`config.mk`:
```
export PLATFORM = sky130hd
export DESIGN_NAME = dcache_store_buffer
export DESIGN_NICKNAME = d
export VERILOG_FILES = /design/src/rtl/dcache_store_buffer.sv
export SDC_FILE = /design/constraint.sdc
export NUM_CORES = 1
export LEC_CHECK = 0
export ABC_CLOCK_PERIOD_IN_PS = 3200
export CAP_MARGIN = 25
export CORE_MARGIN = 5
export CORE_UTILIZATION = 40
export CTS_CLUSTER_DIAMETER = 200
export CTS_CLUSTER_SIZE = 16
export DETAILED_ROUTE_END_ITERATION = 8
export PLACE_DENSITY = 0.63
export SLEW_MARGIN = 20
export SYNTH_ARGS = -nofsm -noshare
export SYNTH_HDL_FRONTEND = slang
export SYNTH_SLANG_ARGS = --single-unit
```
`constraint.sdc`:
```
create_clock -name clk -period 3.2 [get_ports clk]
set_clock_uncertainty 0.1 [all_clocks]
set_input_delay 0.64 -clock clk [delete_from_list [all_inputs] [get_ports clk]]
set_output_delay 0.64 -clock clk [all_outputs]
set_load 0.05 [all_outputs]
```
`src/rtl/dcache_store_buffer.sv`:
```
// ============================================================================
// Module   : dcache_store_buffer
// Purpose  : In-order posted-store buffer between the dcache request side and
//            the L1 arbiter; non-store requests wait for the buffer to drain.
//            Optional macro DCACHE_STORE_BUFFER_COALESCE_EN merges same-word
//            stores into the tail entry.
// Revision : 1.0 - initial release
// ============================================================================
`default_nettype none

module dcache_store_buffer #(
    parameter int DEPTH = 4
) (
    input  logic                       clk,
    input  logic                       rst_n,
    input  logic                       up_request,
    input  logic                       up_rnw,
    input  logic                       up_is_amo,
    input  logic [31:0]                up_addr,
    input  logic [31:0]                up_data,
    input  logic [3:0]                 up_be,
    input  logic [4:0]                 up_size,
    input  logic [4:0]                 up_amo,
    output logic                       up_ack,
    output logic                       dn_request,
    output logic                       dn_rnw,
    output logic                       dn_is_amo,
    output logic [31:0]                dn_addr,
    output logic [31:0]                dn_data,
    output logic [3:0]                 dn_be,
    output logic [4:0]                 dn_size,
    output logic [4:0]                 dn_amo,
    input  logic                       dn_ack,
    output logic                       empty,
    output logic [$clog2(DEPTH+1)-1:0] count
);

    localparam int PW = $clog2(DEPTH);
    localparam int CW = $clog2(DEPTH + 1);
    localparam logic [CW-1:0] C_FULL = CW'(DEPTH);

    logic [31:0]   r_addr [DEPTH];
    logic [31:0]   r_data [DEPTH];
    logic [3:0]    r_be   [DEPTH];
    logic [PW-1:0] r_head;
    logic [PW-1:0] r_tail;
    logic [CW-1:0] r_count;

    logic w_is_store;
    logic w_empty;
    logic w_full;
    logic w_merge;
    logic w_push;
    logic w_pop;

    assign w_is_store = ~up_rnw & ~up_is_amo;
    assign w_empty    = (r_count == '0);
    assign w_full     = (r_count == C_FULL);

`ifdef DCACHE_STORE_BUFFER_COALESCE_EN
    logic [PW-1:0] w_tail_last;
    assign w_tail_last = r_tail - 1'b1;
    // count>=2 keeps the presented head entry out of the merge path
    assign w_merge = rst_n & up_request & w_is_store & (r_count >= CW'(2)) &
                     (up_addr[31:2] == r_addr[w_tail_last][31:2]);
`else
    assign w_merge = 1'b0;
`endif

    assign w_push = rst_n & up_request & w_is_store & ~w_full & ~w_merge;
    assign w_pop  = rst_n & ~w_empty & dn_ack;

    assign up_ack = w_push | w_merge |
                    (rst_n & up_request & ~w_is_store & w_empty & dn_ack);

    assign empty = w_empty;
    assign count = r_count;

    // Entry storage is not reset; occupancy is tracked solely by r_count
    always_ff @(posedge clk) begin
        if (w_push) begin
            r_addr[r_tail] <= up_addr;
            r_data[r_tail] <= up_data;
            r_be[r_tail]   <= up_be;
        end
`ifdef DCACHE_STORE_BUFFER_COALESCE_EN
        else if (w_merge) begin
            for (int b = 0; b < 4; b++) begin
                if (up_be[b]) begin
                    r_data[w_tail_last][8*b +: 8] <= up_data[8*b +: 8];
                end
            end
            r_be[w_tail_last] <= r_be[w_tail_last] | up_be;
        end
`endif
    end

    always_ff @(posedge clk or negedge rst_n) begin
        if (!rst_n) begin
            r_head  <= '0;
            r_tail  <= '0;
            r_count <= '0;
        end else begin
            if (w_push) begin
                r_tail <= r_tail + 1'b1;
            end
            if (w_pop) begin
                r_head <= r_head + 1'b1;
            end
            case ({w_push, w_pop})
                2'b10:   r_count <= r_count + 1'b1;
                2'b01:   r_count <= r_count - 1'b1;
                default: r_count <= r_count;
            endcase
        end
    end

    // Buffered stores take priority; a non-store only reaches dn once drained
    always_comb begin
        dn_request = 1'b0;
        dn_rnw     = 1'b0;
        dn_is_amo  = 1'b0;
        dn_addr    = '0;
        dn_data    = '0;
        dn_be      = '0;
        dn_size    = '0;
        dn_amo     = '0;
        if (rst_n) begin
            if (!w_empty) begin
                dn_request = 1'b1;
                dn_addr    = r_addr[r_head];
                dn_data    = r_data[r_head];
                dn_be      = r_be[r_head];
            end else if (up_request && !w_is_store) begin
                dn_request = 1'b1;
                dn_rnw     = up_rnw;
                dn_is_amo  = up_is_amo;
                dn_addr    = up_addr;
                dn_data    = up_data;
                dn_be      = up_be;
                dn_size    = up_size;
                dn_amo     = up_amo;
            end
        end
    end

endmodule

`default_nettype wire
```
==> flow_metrics.tcl, run 1 <==
set metrics [dict create \
    status "finished clean" \
    crit_buf_inv 2 \
    ys_async_sr_fraction_pct 2.51 \
    drtIter0Drc 400 \
    yosys.area_share.simple_pct 5.76 \
    vdd_ir_drop_max_v 0.000601 \
    die_area_sq_um 31700 \
    ctsHtreeMaxLevel 1 \
    postCtsHoldBufs 0 \
    clockRootBuffer "clkbuf_16" \
    grt_start_max_net_pins 43 \
    finalSetupViolCount 0 \
    layout_commonest_cell "edfxtp_1" \
    min_period_ns 3.11 \
    crit_family "flip-flops" \
    initial_core_util_pct 40.6 \
    synthAdderAreaFrac_pct 0.730 \
    layout_common_cells "edfxtp_1, buf_12, clkdlybuf4s50_1, nor2_1, nand2_1" \
    seq_area_sq_um 8350 \
    slowest_stage "dfrtp_4" \
    muxShareOfSynthArea_pct 13.8 \
    final_util_pct 54.6 \
    p_per_area_nw_per_um2 847 \
    reg2reg_to "r_data[1][29]" \
    io_buffers 169 \
    rsz0062_at_grt "no" \
    grt_pass1_wl_microns 39400 \
    antenna_found_initial 3 \
    fp.dieH_microns 178 \
    ys_seq_elements 279 \
    synth_edf_count 272 \
    vias 6314 \
    ys_seq_area_share_pct 73.8 \
    drt_wl_total_microns 25100 \
    place.gp.congestion 0.721 \
    required_ns 2.46 \
    drive_gt1_share_pct 27.7 \
    cts_tree "done" \
    drc 0 \
    wire_per_inst_microns 20.7 \
    crit_arrival_ns 2.37 \
    areaGrowthSynthToFinish_pct 34.6 \
    synth_xor_area_share_pct 0.465 \
    synth_cells 642 \
    antenna_cells 0 \
    core_sq_um 27900 \
    cp-end-kind "output port" \
    syn_nets 732 \
    die_x_microns 178 \
    via_per_inst 5.21 \
    ys_types 28 \
    finalSetupTns_ns 0 \
    groute.usage.overall_pct 16.0 \
    r2r_cells 5 \
    finalHoldViolCount 0 \
    synth-compound-area-share_pct 3.50 \
    tightest_slew_ns 0.524 \
    slew_headroom_pct 64.9 \
    syn_area_per_cell_sq_um 17.6 \
    syn_area_sq_um 11300 \
    nFillCells 2178 \
    clk_latency_ns 0.51 \
    ys.flop_type "edfxtp_1" \
    worst-setup-path-type "flop to output port" \
    nets 916 \
    rows 61 \
    postRouteAntennaNets 0 \
    grt_pass1_vias 6822 \
    dp_cells 1180 \
    path_clk_slew_ns 0.07 \
    grt_overflow 0 \
    yosysWarnings 0 \
    synth_top_family_by_area "multiplexers" \
    path_max_fanout 11 \
    dp_hpwl_microns 16100 \
    multiInputGateArea_sq_um 2800 \
    p_leak_nw 5.08 \
    cts_buffers 21 \
    final_cells 1212 \
    crit_chain "buf_4 > mux4_2 > nor2_1 > a21oi_1 > buf_12" \
    reg2reg_from "count[0]" \
    max_cap_violations 0 \
    clk_path_buf_depth 3 \
    hp-class "input pin to async pin" \
    maxSlewViolCount 0 \
    firstDrtPassIters 5 \
    clock_sinks 279 \
    io_pins 170 \
    r2r_setup_slack_ns 1.06 \
    cp-start-kind "flop" \
    crit_path_max_incr_delay_ns 0.61 \
    period_share_pct 97.1 \
    fmax_mhz 322 \
]
-- cell type report --
class	count	share of cell area, %
Clock inverter	2	0.132
Inverter	9	0.255
Timing Repair Buffer	201	19.6
Tap cell	378	3.11
Sequential cell	279	54.9
Clock buffer	29	3.65
Multi-Input combinational cell	314	18.4
-- state kept, by name, summed over array words and instances (netlist names) --
register	flops
count	3
r_head	2
r_data	128
r_be	16
r_tail	2
r_addr	128
-- worst reg2reg max path, stage by stage, from the launching register on --
cell and delay [ns]:
dfrtp_1 0.45, nor2_1 0.12, a2111oi_4 0.43, buf_4 0.22
and2_4 0.22, buf_12 0.26
-- cell families (layout without fill, tap and decap cells) --
group | count (synthesis) | after routing
flip-flops | 279 | 279
AND/OR/NAND/NOR | 160 | 160
AO/OA/AOI/OAI | 72 | 72
multiplexers | 70 | 70
buffers and inverters | 49 | 241
adder cells (fa/ha/maj) | 6 | 6
XOR/XNOR | 6 | 6
-- synth_stat cells (2+ instances only) --
cell / number / area [sq um]
a21oi_1: 68 / 340
and2_1: 5 / 31.3
and3_1: 10 / 62.6
buf_2: 19 / 95.1
buf_4: 5 / 37.5
clkbuf_1: 15 / 56.3
dfrtp_1: 7 / 175
edfxtp_1: 272 / 8170
ha_1: 5 / 62.6
inv_1: 8 / 30.0
mux4_2: 68 / 1530
nand2_1: 70 / 263
nor2_1: 70 / 263
nor3_1: 2 / 10.0
xnor2_1: 3 / 26.3
xor2_1: 3 / 26.3
-- per-stage QoR --
stage               setup slack (ns)  hold WS, ns  total power, W  cell area [sq um]
global placement               0.133        0.476          0.0106              14600
finish                        0.0922        0.472          0.0129              15200
detailed placement             0.133        0.499          0.0106              14600
CTS                           0.0131        0.487          0.0130              15200
global route                0.000526        0.496          0.0135              15200
floorplan                      0.102        0.244         0.00780              11300
-- timing repair --
item | in CTS | in global routing
buffers inserted | 1 | 0
endpoints found under the setup margin | 31 | 13
gates resized for setup | 3 | 10
-- layer usage --
| layer | vias up | share of wire [%] | GRT usage, % |
|---|---|---|---|
| met4 | 6 | 1.4 | 2.58 |
| met5 | - | 0.15 | 0 |
| met1 | 3227 | 43 | 22.4 |
| met2 | 210 | 48 | 26.1 |
| li1 | 2841 | - | - |
| met3 | 30 | 7.0 | 3.96 |
-- how the worst max path moves through the flow --
| stage | start | end | slack [ns] | depth (start not counted) |
|---|---|---|---|---|
| 2_1_floorplan | count[0] | dn_addr[22] | 0.10 | 5 |
| 3_3_place_gp | rst_n | dn_addr[24] | 0.13 | 6 |
| 3_5_place_dp | rst_n | dn_addr[28] | 0.13 | 6 |
| 4_1_cts | count[0] | dn_addr[28] | 0.01 | 6 |
| 5_1_grt | r_head[0] | dn_addr[17] | 0.0005 | 5 |
| 6_report | r_head[0] | dn_addr[12] | 0.09 | 5 |
-- report_power, final --
part,total (W),switching [W],leakage (nW),internal [W]
Combinational,0.00623,0.00334,2.28,0.00288
Sequential,0.00429,0.000130,2.53,0.00416
Clock,0.00237,0.00116,0.279,0.00121
(Power assumes the default switching activity.)
==> inputs of run 2 (changes only) <==
--- a/config.mk
+++ b/config.mk
@@ -8,12 +8,11 @@
 export ABC_CLOCK_PERIOD_IN_PS = 3200
 export CAP_MARGIN = 25
 export CORE_MARGIN = 5
-export CORE_UTILIZATION = 40
+export CORE_UTILIZATION = 49
 export CTS_CLUSTER_DIAMETER = 200
 export CTS_CLUSTER_SIZE = 16
 export DETAILED_ROUTE_END_ITERATION = 8
-export PLACE_DENSITY = 0.63
-export SLEW_MARGIN = 20
+export PLACE_DENSITY = 0.75
 export SYNTH_ARGS = -nofsm -noshare
 export SYNTH_HDL_FRONTEND = slang
 export SYNTH_SLANG_ARGS = --single-unit
==> run 2 against run 1 <==
- cell count is 7.3% lower
- register-to-register slack got worse by 0.08 ns
- largest power group unchanged
- critical endpoint is now dn_addr[30]
- maximum frequency grew 0.26%
- via count increased by 1.8%
- final area down 1.0%
- sequential share of layout area is 0.59 points higher
- sequential cell count unchanged
- non-clock buffer count decreased by 3
- critical path depth up 1
==> flow_metrics.tcl, run 2 (synthesis gave the netlist of run 1 again) <==
set metrics [dict create \
    firstDrtPassIters 5 \
    whs_ns 0.448 \
    fmax_mhz 323 \
    drive_gt1_share_pct 26.4 \
    clockRootBuffer "clkbuf_16" \
    finalHoldViolCount 0 \
    grt_pass1_vias 7221 \
    clk_latency_ns 0.50 \
    die_area_sq_um 26200 \
    path_clk_slew_ns 0.07 \
    top_regs "r_addr x128, r_data x128, r_be x16" \
    final_util_pct 66.3 \
    p_per_area_nw_per_um2 853 \
    multiInputGateArea_sq_um 2770 \
    switching_share_pct 35.8 \
    finalSetupTns_ns 0 \
    max_cap_violations 0 \
    min_period_ns 3.10 \
    rows 55 \
    drc 0 \
    drt_wl_total_microns 24700 \
    dp_hpwl_microns 16000 \
    postRouteAntennaNets 0 \
    slowest_stage "dfrtp_1" \
    crit_arrival_ns 2.36 \
    grt_start_max_net_pins 50 \
    vias 6429 \
    io_pins 170 \
    wire_per_inst_microns 22.0 \
    fp.dieH_microns 162 \
    nets 913 \
    areaGrowthSynthToFinish_pct 33.2 \
    finalSetupViolCount 0 \
    p_leak_nw 5.07 \
    nFillCells 1521 \
    ctsHtreeMaxLevel 1 \
    cts_buffers 21 \
    required_ns 2.46 \
    slew_headroom_pct 64.7 \
    placed_area_sq_um 14400 \
    path_max_fanout 39 \
    crit_path_max_incr_delay_ns 0.47 \
    grt_pass1_wl_microns 39800 \
    seqPwrFrac_pct 33.7 \
    status "finished clean" \
    drtIter0Drc 459 \
    die_x_microns 162 \
    crit_chain "or3_4 > inv_2 > buf_12 > nor2_1 > a21oi_1 > buf_12" \
    core_sq_um 22700 \
    final_cells 1123 \
    worst-setup-path-type "flop to output port" \
    layout_commonest_cell "edfxtp_1" \
    antenna_found_initial 1 \
    cts_tree "done" \
    initial_core_util_pct 49.8 \
    clockPowerShare_pct 18.8 \
    dp_cells 1081 \
    clk_path_buf_depth 3 \
    switching_power_w 0.00460 \
    cp-start-kind "flop" \
    cp-end-kind "output port" \
    power_frac_comb_pct 47.5 \
    postCtsHoldBufs 0 \
    cp_common_cell "buf_12" \
    via_per_inst 5.72 \
    final_area_sq_um 15100 \
    maxSlewViolCount 0 \
    period_share_pct 96.9 \
    layout_common_cells "edfxtp_1, buf_12, clkdlybuf4s50_1, nor2_1, nand2_1" \
    seq_area_sq_um 8350 \
    grt_overflow 0 \
    vdd_ir_drop_max_v 0.000582 \
    place.gp.congestion 0.755 \
    groute.usage.overall_pct 19.2 \
    antenna_cells 0 \
    rsz0062_at_grt "no" \
    hp-class "input pin to async pin" \
    io_buffers 169 \
    clock_sinks 279 \
    tightest_slew_ns 0.528 \
    p_int_w 0.00824 \
]
==> run 2: cell count changes in the layout (fill, tap and decap cells not counted), sizes merged <==
cell,previous run,this run
buf,115,112
clkbuf,29,36
==> run 2: layer usage <==
layer / up-vias / global-route usage [%] / part of all wire (%)
li1: 2846 / - / -
met4: 2 / 3.46 / 1.1
met2: 271 / 32.5 / 50
met1: 3286 / 26.3 / 41
met3: 24 / 4.44 / 8.0
met5: - / 0 / 0.036
==> run 2: cell type report <==
class                           instances  share of cell area, %
Timing Repair Buffer                  198                   19.5
Sequential cell                       279                   55.4
Multi-Input combinational cell        314                   18.4
Clock buffer                           36                   3.86
Tap cell                              285                   2.37
Clock inverter                          2                  0.133
Inverter                                9                  0.224
==> run 2: path summary, 6_finish.rpt <==
kind                       startpoint            end  slack [ns]  cells past startpoint
max                          count[0]    dn_addr[30]        0.10                      6
min                             rst_n       count[2]        0.45                      2
min reg2reg                 r_tail[1]      r_tail[1]        0.52                      1
max in group asynchronous       rst_n      r_head[1]        2.40                      2
min in group clk            r_tail[1]      r_tail[1]        0.52                      1
max reg2reg                  count[0]  r_addr[0][24]        0.98                      5
==> run 2: stage by stage <==
stage / power, W / setup WS (ns)
after floorplan: 0.00780 / 0.102
after CTS: 0.0130 / 0.000158
after detailed placement: 0.0105 / 0.149
final: 0.0128 / 0.100
after global placement: 0.0104 / 0.188
after global routing: 0.0134 / 0.0128
==> run 2: timing repair <==
item,in CTS,in global routing
resized for setup,1,8
setup endpoints to repair,35,34
gates cloned,0,0
buffers inserted,4,0
==> run 2: power groups by stage <==
stage / combinational [W] / sequential (W) / clock [W]
floorplan: 0.00344 / 0.00436 / 0
global placement: 0.00598 / 0.00443 / 0
detailed placement: 0.00603 / 0.00444 / 0
CTS: 0.00615 / 0.00433 / 0.00247
global route: 0.00643 / 0.00435 / 0.00264
finish: 0.00610 / 0.00433 / 0.00241
==> run 2: critical path: cells and delay by family, from the launching register on <==
kind | cells | cell delay (ns)
buf+inv | 3 | 0.55
simple gates | 2 | 0.53
flops | 1 | 0.47
compound gates | 1 | 0.30
==> inputs of run 3 (changes only) <==
--- a/config.mk
+++ b/config.mk
@@ -5,14 +5,15 @@
 export SDC_FILE = /design/constraint.sdc
 export NUM_CORES = 1
 export LEC_CHECK = 0
+export ABC_AREA = 1
 export ABC_CLOCK_PERIOD_IN_PS = 3200
 export CAP_MARGIN = 25
 export CORE_MARGIN = 5
-export CORE_UTILIZATION = 49
+export CORE_UTILIZATION = 50
 export CTS_CLUSTER_DIAMETER = 200
 export CTS_CLUSTER_SIZE = 16
 export DETAILED_ROUTE_END_ITERATION = 8
-export PLACE_DENSITY = 0.75
+export PLACE_DENSITY = 0.76
 export SYNTH_ARGS = -nofsm -noshare
 export SYNTH_HDL_FRONTEND = slang
 export SYNTH_SLANG_ARGS = --single-unit
==> run 3 against run 2 <==
- global-route usage grew 0.83 points
- final area grew 5.7%
- critical path depth grew 3
- non-clock buffer count shrank 6
- wire length grew 15%
- total power grew 9.9%
- synthesized area grew 8.9%
- worst hold slack lost 0.10 ns
- sequential power shrank 3%
- die area grew 6.3%
- combinational power grew 24%
- utilization shrank 0.87 points
- highest routed layer is now met4
==> flow_metrics.tcl, run 3 <==
set metrics [dict create \
    crit_arrival_ns 2.33 \
    p_per_area_nw_per_um2 887 \
    seq_area_sq_um 8350 \
    finalSetupViolCount 0 \
    dp_hpwl_microns 17500 \
    required_ns 2.46 \
    placed_area_sq_um 15300 \
    io_buffers 169 \
    period_share_pct 96.0 \
    clk_path_buf_depth 3 \
    rsz0062_at_grt "no" \
    cp-start-kind "flop" \
    syn_area_per_cell_sq_um 9.90 \
    slew_headroom_pct 36.7 \
    synth_commonest_cells "nand2_1, edfxtp_1, nand3_1" \
    yosys.area_share.simple_pct 25.6 \
    layout_common_cells "nand2_1, edfxtp_1, nand3_1, buf_12, inv_1" \
    layout_commonest_cell "nand2_1" \
    syn_area_sq_um 12300 \
    clockRootBuffer "clkbuf_16" \
    ys_types 23 \
    die_area_sq_um 27900 \
    synth.largest_area_cell "edfxtp_1" \
    rows 57 \
    areaGrowthSynthToFinish_pct 29.3 \
    cp-end-kind "output port" \
    synth_top_family_by_area "simple AND/OR/NAND/NOR gates" \
    synth-compound-area-share_pct 0.163 \
    die_x_microns 167 \
    via_per_inst 5.15 \
    path_clk_slew_ns 0.08 \
    io_pins 170 \
    wire_per_inst_microns 16.5 \
    p_leak_nw 6.75 \
    status "finished clean" \
    cp_common_cell "nand2_1" \
    slowest_stage "dfrtp_4" \
    nFillCells 1805 \
    fp.dieH_microns 167 \
    antenna_found_initial 1 \
    yosysTopAreaCellShare_pct 66.3 \
    groute.usage.overall_pct 20.1 \
    min_period_ns 3.07 \
    ctsHtreeMaxLevel 1 \
    clock_sinks 279 \
    r2r_cells 10 \
    synth_xor_area_share_pct 0.213 \
    yosysMostFrequentCell "nand2_1" \
    grt_pass1_wl_microns 46100 \
    synth_cells 1244 \
    vias 8870 \
    cts_buffers 21 \
    vdd_ir_drop_max_v 0.000681 \
    final_area_sq_um 15900 \
    postRouteAntennaNets 0 \
    drtIter0Drc 723 \
    grt_start_max_net_pins 139 \
    syn_nets 1334 \
    firstDrtPassIters 5 \
    ys_seq_elements 279 \
    maxSlewViolCount 0 \
    ys_async_sr_fraction_pct 2.51 \
    ys_seq_area_share_pct 67.8 \
    core_sq_um 24300 \
    final_util_pct 65.4 \
    max_cap_violations 0 \
    drive_gt1_share_pct 10.1 \
    crit_chain "inv_4 > buf_4 > nand2_1 > nand3_1 > nand2_1 > nand2_1 > nand2_1 > inv_1 > buf_12" \
    drc 0 \
    yosysWarnings 0 \
    synth_edf_count 272 \
    drt_wl_total_microns 28400 \
    initial_core_util_pct 50.6 \
    fmax_mhz 325 \
    place.gp.congestion 0.755 \
    muxShareOfSynthArea_pct 0 \
    nets 1483 \
    hp-class "input pin to async pin" \
    top_regs "r_addr x128, r_data x128, r_be x16" \
    worst-setup-path-type "flop to output port" \
    crit_path_max_incr_delay_ns 0.50 \
    clk_latency_ns 0.50 \
    ys.flop_type "edfxtp_1" \
    tightest_slew_ns 0.949 \
    multiInputGateArea_sq_um 3330 \
    path_max_fanout 36 \
    finalHoldViolCount 0 \
    grt_pass1_vias 9061 \
    cts_tree "done" \
    synth_area_leaders "edfxtp_1, nand2_1, nand3_1, inv_1, buf_2" \
    grt_overflow 0 \
    synthAdderAreaFrac_pct 0.671 \
]
## run 3: changes by cell type after synthesis, moves of 3 or more
| cell | previous run | this run |
|---|---|---|
| a21oi_1 | 68 | 0 |
| and2_1 | 5 | 0 |
| and3_1 | 10 | 0 |
| buf_1 | 1 | 4 |
| buf_2 | 19 | 43 |
| inv_1 | 8 | 97 |
| mux4_2 | 68 | 0 |
| nand2_1 | 70 | 626 |
| nand3_1 | 1 | 140 |
| nor2_1 | 70 | 15 |
| o21ai_0 | 0 | 4 |
## run 3: logic make-up after synthesis
group,Yosys count
buffers and inverters,164
AOI/OAI and AO/OA,4
adders and majority gates,6
and+or+nand+nor,788
DFF,279
xor gates and xnor gates,3
## run 3: final cells by class
cell class                 count  area share (%)
sequential                   279            52.4
multi-input combinational    801            20.9
timing repair buffer         192            18.2
clock buffer                  27            3.44
tap                          324            2.55
inverter                      98            2.33
clock inverter                 2           0.126
antenna                        1          0.0157
## run 3: what timing repair did
action | 4_1_cts | 5_1_grt
hold endpoints to repair | 0 | 0
setup buffers | 0 | 0
endpoints found under the setup margin | 0 | 34
gates resized for setup | 0 | 1
hold buffers | 0 | 0
## run 3: worst max-delay path: cells and delay by family, from the launching register on
kind,cells,cell delay [ns]
and+or+nand+nor,5,0.40
buffers and inverters,4,0.92
DFF,1,0.50
## run 3: metrics by stage
step	power [W]	hold slack (ns)	cells	worst slack, ns	TNS (ns)
after floorplan	0.00861	0.244	1244	-0.366	-99.44
after global placement	0.0118	0.390	1694	0.259	0
after detailed placement	0.0119	0.405	1694	0.209	0
after CTS	0.0142	0.330	1723	0.0489	0
after global routing	0.0149	0.341	1724	0.00746	0
final	0.0141	0.348	1724	0.127	0
## run 3: worst paths after layout
check | start | endpoint | slack, ns
setup / recovery | r_head[0] | dn_addr[21] | 0.13
hold / removal | rst_n | count[0] | 0.35
setup reg to reg | count[0] | count[2] | 1.06
hold reg to reg | count[0] | count[0] | 0.41
max in group asynchronous | rst_n | r_head[0] | 2.49
min in group clk | count[0] | count[0] | 0.41
## run 3: routing by layer
layer | up-vias | wire (microns) | track usage, %
met4 | 0 | 314 | 4.41
met1 | 4234 | 11800 | 26.0
met3 | 30 | 1780 | 3.29
li1 | 4312 | - | -
met2 | 294 | 14600 | 35.8
met5 | - | 0 | 0
## run 3: power by group
group          total (W)  switching, W  internal (W)
Clock            0.00235       0.00114       0.00120
Combinational    0.00755       0.00465       0.00291
Sequential       0.00421     0.0000620       0.00415
Total             0.0141       0.00585       0.00826
